--- src/rtl/fb_rect_painter_pkg.sv ---
// Shared constants, state encoding and command payload for the rectangle painter.
package fb_rect_painter_pkg;

   localparam int unsigned SCREEN_X = 265;
   localparam int unsigned SCREEN_Y = 265;
   localparam int unsigned AW       = 17;
   localparam int unsigned DW       = 3;
   localparam int unsigned CW       = 9;   // command coordinate width
   localparam int unsigned EW       = 10;  // clipped end-coordinate width (x+w never overflows)

   localparam logic [DW-1:0] COLOR_RED   = 3'b100;
   localparam logic [DW-1:0] COLOR_GREEN = 3'b010;
   localparam logic [DW-1:0] COLOR_BLUE  = 3'b001;
   localparam logic [DW-1:0] COLOR_BLACK = 3'b000;

   typedef enum logic [1:0] {
      ST_IDLE = 2'd0,
      ST_CLIP = 2'd1,
      ST_DRAW = 2'd2,
      ST_DONE = 2'd3
   } state_t;

   typedef struct packed {
      logic [CW-1:0] x;
      logic [CW-1:0] y;
      logic [CW-1:0] w;
      logic [CW-1:0] h;
      logic [DW-1:0] color;
   } rect_cmd_t;

   // Exclusive end coordinate of a span, clipped to the screen edge.
   function automatic logic [EW-1:0] clip_end(input logic [CW-1:0] org,
                                              input logic [CW-1:0] len,
                                              input logic [EW-1:0] lim);
      logic [EW-1:0] sum;
      sum = EW'(org) + EW'(len);
      return (sum > lim) ? lim : sum;
   endfunction

endpackage

--- src/rtl/fb_rect_painter.sv ---
// Rectangle-fill write engine: accepts one command, clips it, emits one RAM write per clock.
module fb_rect_painter
   import fb_rect_painter_pkg::*;
(
   input  logic          clk,
   input  logic          rst,
   input  logic [CW-1:0] cmd_x,
   input  logic [CW-1:0] cmd_y,
   input  logic [CW-1:0] cmd_w,
   input  logic [CW-1:0] cmd_h,
   input  logic [DW-1:0] cmd_color,
   input  logic          cmd_valid,
   output logic          cmd_ready,
   output logic [AW-1:0] mem_px_addr,
   output logic [DW-1:0] mem_px_data,
   output logic          px_wr,
   output logic          busy,
   output logic          done
);

   state_t        r_state,    w_state_nx;
   rect_cmd_t     r_cmd,      w_cmd_nx;
   logic [EW-1:0] r_x_end,    w_x_end_nx;
   logic [EW-1:0] r_y_end,    w_y_end_nx;
   logic [CW-1:0] r_cx,       w_cx_nx;
   logic [CW-1:0] r_cy,       w_cy_nx;
   logic [AW-1:0] r_row_base, w_row_base_nx;
   logic          r_ready,    w_ready_nx;
   logic          r_busy,     w_busy_nx;
   logic          r_done,     w_done_nx;
   logic          r_px_wr,    w_px_wr_nx;
   logic [AW-1:0] r_addr,     w_addr_nx;
   logic [DW-1:0] r_data,     w_data_nx;

   logic [EW-1:0] w_x_end;
   logic [EW-1:0] w_y_end;
   logic [AW-1:0] w_row0;
   logic [EW-1:0] w_cx_inc;
   logic          w_last_col;
   logic          w_last_row;
   logic [AW-1:0] w_row_next;
   logic          w_empty;

   // Clip bounds and first-row base; the multiply feeds registers only in CLIP.
   assign w_x_end    = clip_end(r_cmd.x, r_cmd.w, EW'(SCREEN_X));
   assign w_y_end    = clip_end(r_cmd.y, r_cmd.h, EW'(SCREEN_Y));
   assign w_row0     = AW'(r_cmd.y) * AW'(SCREEN_X);
   assign w_empty    = (r_cmd.w == '0) || (r_cmd.h == '0) ||
                       (EW'(r_cmd.x) >= EW'(SCREEN_X)) || (EW'(r_cmd.y) >= EW'(SCREEN_Y));

   // Raster-walk helpers used while drawing (adders only).
   assign w_cx_inc   = EW'(r_cx) + EW'(1);
   assign w_last_col = !(w_cx_inc < r_x_end);
   assign w_last_row = ((EW'(r_cy) + EW'(1)) == r_y_end);
   assign w_row_next = r_row_base + AW'(SCREEN_X);

   // Next-state and next-output logic; outputs are registered from these values.
   always_comb begin
      w_state_nx    = r_state;
      w_cmd_nx      = r_cmd;
      w_x_end_nx    = r_x_end;
      w_y_end_nx    = r_y_end;
      w_cx_nx       = r_cx;
      w_cy_nx       = r_cy;
      w_row_base_nx = r_row_base;
      w_ready_nx    = r_ready;
      w_busy_nx     = r_busy;
      w_done_nx     = 1'b0;
      w_px_wr_nx    = 1'b0;
      w_addr_nx     = r_addr;
      w_data_nx     = r_data;

      case (r_state)
         ST_IDLE: begin
            if (cmd_valid) begin
               w_cmd_nx.x     = cmd_x;
               w_cmd_nx.y     = cmd_y;
               w_cmd_nx.w     = cmd_w;
               w_cmd_nx.h     = cmd_h;
               w_cmd_nx.color = cmd_color;
               w_state_nx     = ST_CLIP;
               w_ready_nx     = 1'b0;
               w_busy_nx      = 1'b1;
            end
         end
         ST_CLIP: begin
            w_x_end_nx    = w_x_end;
            w_y_end_nx    = w_y_end;
            w_row_base_nx = w_row0;
            if (w_empty) begin
               w_state_nx = ST_DONE;
               w_done_nx  = 1'b1;
            end else begin
               w_cx_nx    = r_cmd.x;
               w_cy_nx    = r_cmd.y;
               w_state_nx = ST_DRAW;
               w_px_wr_nx = 1'b1;
               w_addr_nx  = w_row0 + AW'(r_cmd.x);
               w_data_nx  = r_cmd.color;
            end
         end
         ST_DRAW: begin
            if (!w_last_col) begin
               w_cx_nx    = CW'(w_cx_inc);
               w_px_wr_nx = 1'b1;
               w_addr_nx  = r_row_base + AW'(w_cx_inc);
            end else if (w_last_row) begin
               w_state_nx = ST_DONE;
               w_done_nx  = 1'b1;
            end else begin
               w_cx_nx       = r_cmd.x;
               w_cy_nx       = r_cy + CW'(1);
               w_row_base_nx = w_row_next;
               w_px_wr_nx    = 1'b1;
               w_addr_nx     = w_row_next + AW'(r_cmd.x);
            end
         end
         ST_DONE: begin
            w_state_nx = ST_IDLE;
            w_ready_nx = 1'b1;
            w_busy_nx  = 1'b0;
         end
         default: begin
            w_state_nx = ST_IDLE;
            w_ready_nx = 1'b1;
            w_busy_nx  = 1'b0;
         end
      endcase
   end

   // State and output registers; reset kills any pending write immediately.
   always_ff @(posedge clk or negedge rst) begin
      if (!rst) begin
         r_state    <= ST_IDLE;
         r_cmd      <= '0;
         r_x_end    <= '0;
         r_y_end    <= '0;
         r_cx       <= '0;
         r_cy       <= '0;
         r_row_base <= '0;
         r_ready    <= 1'b1;
         r_busy     <= 1'b0;
         r_done     <= 1'b0;
         r_px_wr    <= 1'b0;
         r_addr     <= '0;
         r_data     <= '0;
      end else begin
         r_state    <= w_state_nx;
         r_cmd      <= w_cmd_nx;
         r_x_end    <= w_x_end_nx;
         r_y_end    <= w_y_end_nx;
         r_cx       <= w_cx_nx;
         r_cy       <= w_cy_nx;
         r_row_base <= w_row_base_nx;
         r_ready    <= w_ready_nx;
         r_busy     <= w_busy_nx;
         r_done     <= w_done_nx;
         r_px_wr    <= w_px_wr_nx;
         r_addr     <= w_addr_nx;
         r_data     <= w_data_nx;
      end
   end

   assign cmd_ready   = r_ready;
   assign busy        = r_busy;
   assign done        = r_done;
   assign px_wr       = r_px_wr;
   assign mem_px_addr = r_addr;
   assign mem_px_data = r_data;

endmodule
--- config.mk ---
export PLATFORM = sky130hd
export DESIGN_NAME = fb_rect_painter
export DESIGN_NICKNAME = d
export VERILOG_FILES = /design/src/rtl/fb_rect_painter_pkg.sv /design/src/rtl/fb_rect_painter.sv
export SDC_FILE = /design/constraint.sdc
export NUM_CORES = 1
export LEC_CHECK = 0
export ABC_AREA = 0
export CAP_MARGIN = 20
export CORE_MARGIN = 10
export CORE_UTILIZATION = 45
export DETAILED_ROUTE_END_ITERATION = 6
export MAX_ROUTING_LAYER = met4
export PLACE_DENSITY_LB_ADDON = 0.05
export RECOVER_POWER = 100
export SYNTH_ARGS = -nofsm -noshare
export SYNTH_HDL_FRONTEND = slang
export SYNTH_SLANG_ARGS = --single-unit
--- constraint.sdc ---
create_clock -name clk -period 5.1 [get_ports clk]
set_input_delay 0.765 -clock clk [delete_from_list [all_inputs] [get_ports clk]]
set_output_delay 0.765 -clock clk [all_outputs]
set_load 0.03 [all_outputs]
==> results by group <==
Run status
  • Status: finished with violations
  • Failing checks: capacitance limit, slew limit

Logic synthesis
  • Post-Syn Area: 9894 um2
  • Yosys reg bits: 120
  • EDFF count, synth: 0
  • Count of unique library cells instantiated by Yosys: 96
  • Most used DFF post-synth: dfrtp_1
  • Async SR Flop Fraction: 100.0%
  • Avg Cell Area, Syn: 9.213 um2
  • Syn_nets: 1218
  • Yosys warning count: 0
  • Sequential fraction of the synthesis area: 30.36%
  • Cells after synthesis: 1074

Finish
  • Sequential cell area: 3004 um2
  • Layout cell share with drive strength beyond 1: 10.68%
  • Commonest non-fill, non-tap cells in the layout: dfrtp_1 (119), ha_1 (95), nand2_1 (80)
  • ANT cells: 0
  • Multi-input logic area: 6437 um2
  • # fillers: 2097
  • Area grow syn2layout: 13.87%
  • Most common cell after layout, fill and taps aside: dfrtp_1
  • Final #Nets: 1273

Clocking
  • Post-CTS Resized: 0
  • Num CTS Buffers: 17
  • CTS sink count: 120
  • Clock root buffer master: clkbuf_16
  • Max clock buf depth: 2
  • H-Tree Depth: 4
  • Clock slew at reported path FFs: 80 ps
  • CTS tree: yes
  • Worst skew pair latency: 440 ps
  • CTS hold repair buffers: 0
  • Post-CTS setup buffers: 0

Timing
  • Max Freq: 0.2397 GHz
  • Max Transition Viols Final: 103
  • RSZ-0062 raised after global routing: no
  • Setup TNS: 0 ps
  • Endpoints failing setup: 0
  • Fin crit share: 81.79%
  • Final hold viol count: 0
  • Rel. slew slack: -140.7%
  • Slew @ Worst Pin: 3611 ps
  • Tmin final: 4171 ps
  • Layout Skew: 18.27 ps

GRT
  • Total Routing Usage GR: 20.46%
  • Vias in the first global route: 8116
  • Total grt overflow: 0
  • Largest net degree at the start of global routing: 63
  • Initial antenna violation count: 0
  • First-pass GRT wire length: 45.39 mm

Floorplanning
  • Total core area: 21760 um2
  • Initial core utilization: 45.48%
  • I/O pin count: 66
  • Die area: 28320 um2
  • Rows: 54
  • Die height: 168.3 um
  • Width of the chip: 168.3 um

Worst setup path
  • Largest stage delay, worst path: 1120 ps
  • CP startpoint kind: flop
  • CP required: 5420 ps
  • Worst-path cell chain: and3_1 -> and3_1 -> nand3_1 -> xnor2_1 -> ha_1 -> and4_1 -> a221oi_1 -> buf_4 -> o31ai_1 -> clkbuf_1 -> a2111o_1 -> o311a_1 -> o21ai_0
  • Crit path max fanout: 34
  • CP endpoint kind: flop
  • CP most frequent cell: and3_1
  • Arr. time, crit path: 4500 ps
  • Slowest CP cell: clkbuf_1
  • Critical path type: reg -> reg

Route
  • 1st-pass router iterations: 4
  • Routed Antenna Nets: 0
  • Via-to-Cell Ratio: 5.780
  • DRC: 0
  • WL/cell: 19.79 um
  • Via count: 8219
  • WL final: 28.14 mm
  • Initial DRC count: 491

Placed design
  • Final GP Congestion: 0.8821
  • Detailed placement HPWL: 21.15 mm
  • IO Port Bufs: 65

Job
  • Max_cap viols: 2

Min path
  • Worst min path class: reg -> reg
==> state kept, by name, indices dropped and copies added (netlist names) <==
name,cells
busy,1
cmd_ready,1
done,1
mem_px_addr,17
mem_px_data,3
px_wr,1
r_cmd,39
r_cx,9
r_cy,9
r_row_base,17
r_state,2
r_x_end,10
r_y_end,10
==> path summary, 6_finish.rpt <==
kind,cells past startpoint,startpoint,endpoint,slack (ps)
max in group asynchronous,2,rst,r_cmd[24],1160
hold reg to reg,2,mem_px_addr[9],mem_px_addr[9],470
min in group asynchronous,1,rst,r_cmd[0],1550
setup reg to reg,13,r_cx[2],mem_px_addr[16],930
hold / removal,2,mem_px_addr[9],mem_px_addr[9],470
setup / recovery,13,r_cx[2],mem_px_addr[16],930
==> synthesized netlist by cell type, types with 19 or more instances <==
library cell | n | area (um2)
nand3_1 | 35 | 175.2
o22ai_1 | 19 | 118.9
xnor2_1 | 42 | 367.9
o21ai_0 | 63 | 315.3
nand2_1 | 80 | 300.3
clkbuf_1 | 21 | 78.83
mux2_2 | 51 | 574.3
inv_1 | 46 | 172.7
ha_1 | 96 | 1201
a21o_1 | 28 | 210.2
nor3_1 | 21 | 105.1
nor2_1 | 74 | 277.8
dfrtp_1 | 119 | 2978
mux2i_1 | 21 | 210.2
xor2_1 | 32 | 280.3
a21oi_1 | 67 | 335.3
==> layer usage <==
metal / vias to the layer above / wire length (um) / global-route usage, %
met1: 3932 / 13670 / 27.18
met4: 0 / 329 / 4.921
met3: 22 / 946 / 2.724
li1: 4103 / - / -
met5: - / 0 / -
met2: 162 / 13190 / 32.44
==> logic make-up (layout without fill, tap and decap cells) <==
| logic type | Yosys count | in the layout | share of synthesized area (%) |
|---|---|---|---|
| xor gates and xnor gates | 75 | 75 | 6.715 |
| AOI/OAI and AO/OA | 312 | 312 | 22.15 |
| and+or+nand+nor | 308 | 308 | 15.72 |
| DFF | 120 | 120 | 30.36 |
| adders and majority gates | 102 | 102 | 13.35 |
| muxes | 72 | 72 | 7.929 |
| buffers and inverters | 85 | 153 | 3.768 |
==> metrics by stage <==
step | cells | hold slack (ps) | worst slack (ps) | util, % | area [um2]
after detailed placement | 1390 | 470.0 | 1258 | 49.52 | 10770
after global placement | 1390 | 462.6 | 1259 | 49.52 | 10770
after global routing | 1422 | 495.1 | 492.7 | 51.79 | 11270
after floorplan | 1074 | 448.8 | 1581 | - | 9894
final | 1422 | 470.8 | 928.8 | 51.79 | 11270
after CTS | 1422 | 456.2 | 1208 | 52.27 | 11370
==> worst max-delay path: cells and delay by family (launching register included) <==
| family | cells | cell delay (ps) |
|---|---|---|
| AND/OR/NAND/NOR | 4 | 710 |
| flip-flops | 1 | 410 |
| buffers and inverters | 2 | 1360 |
| XOR/XNOR | 1 | 370 |
| AO/OA/AOI/OAI | 5 | 1000 |
| adder cells (fa/ha/maj) | 1 | 210 |
==> cell type report <==
type / instances / area share [%]
inverters: 46 / 1.532
repair buffers: 75 / 6.241
flip-flops and latches: 120 / 26.66
clock buffers: 17 / 3.776
well taps: 280 / 3.109
multi-input cells: 869 / 57.13
clock inverters: 15 / 1.544
Power is not shown: default switching activity piles up to over one toggle a cycle in this logic, so the estimate is an artifact.
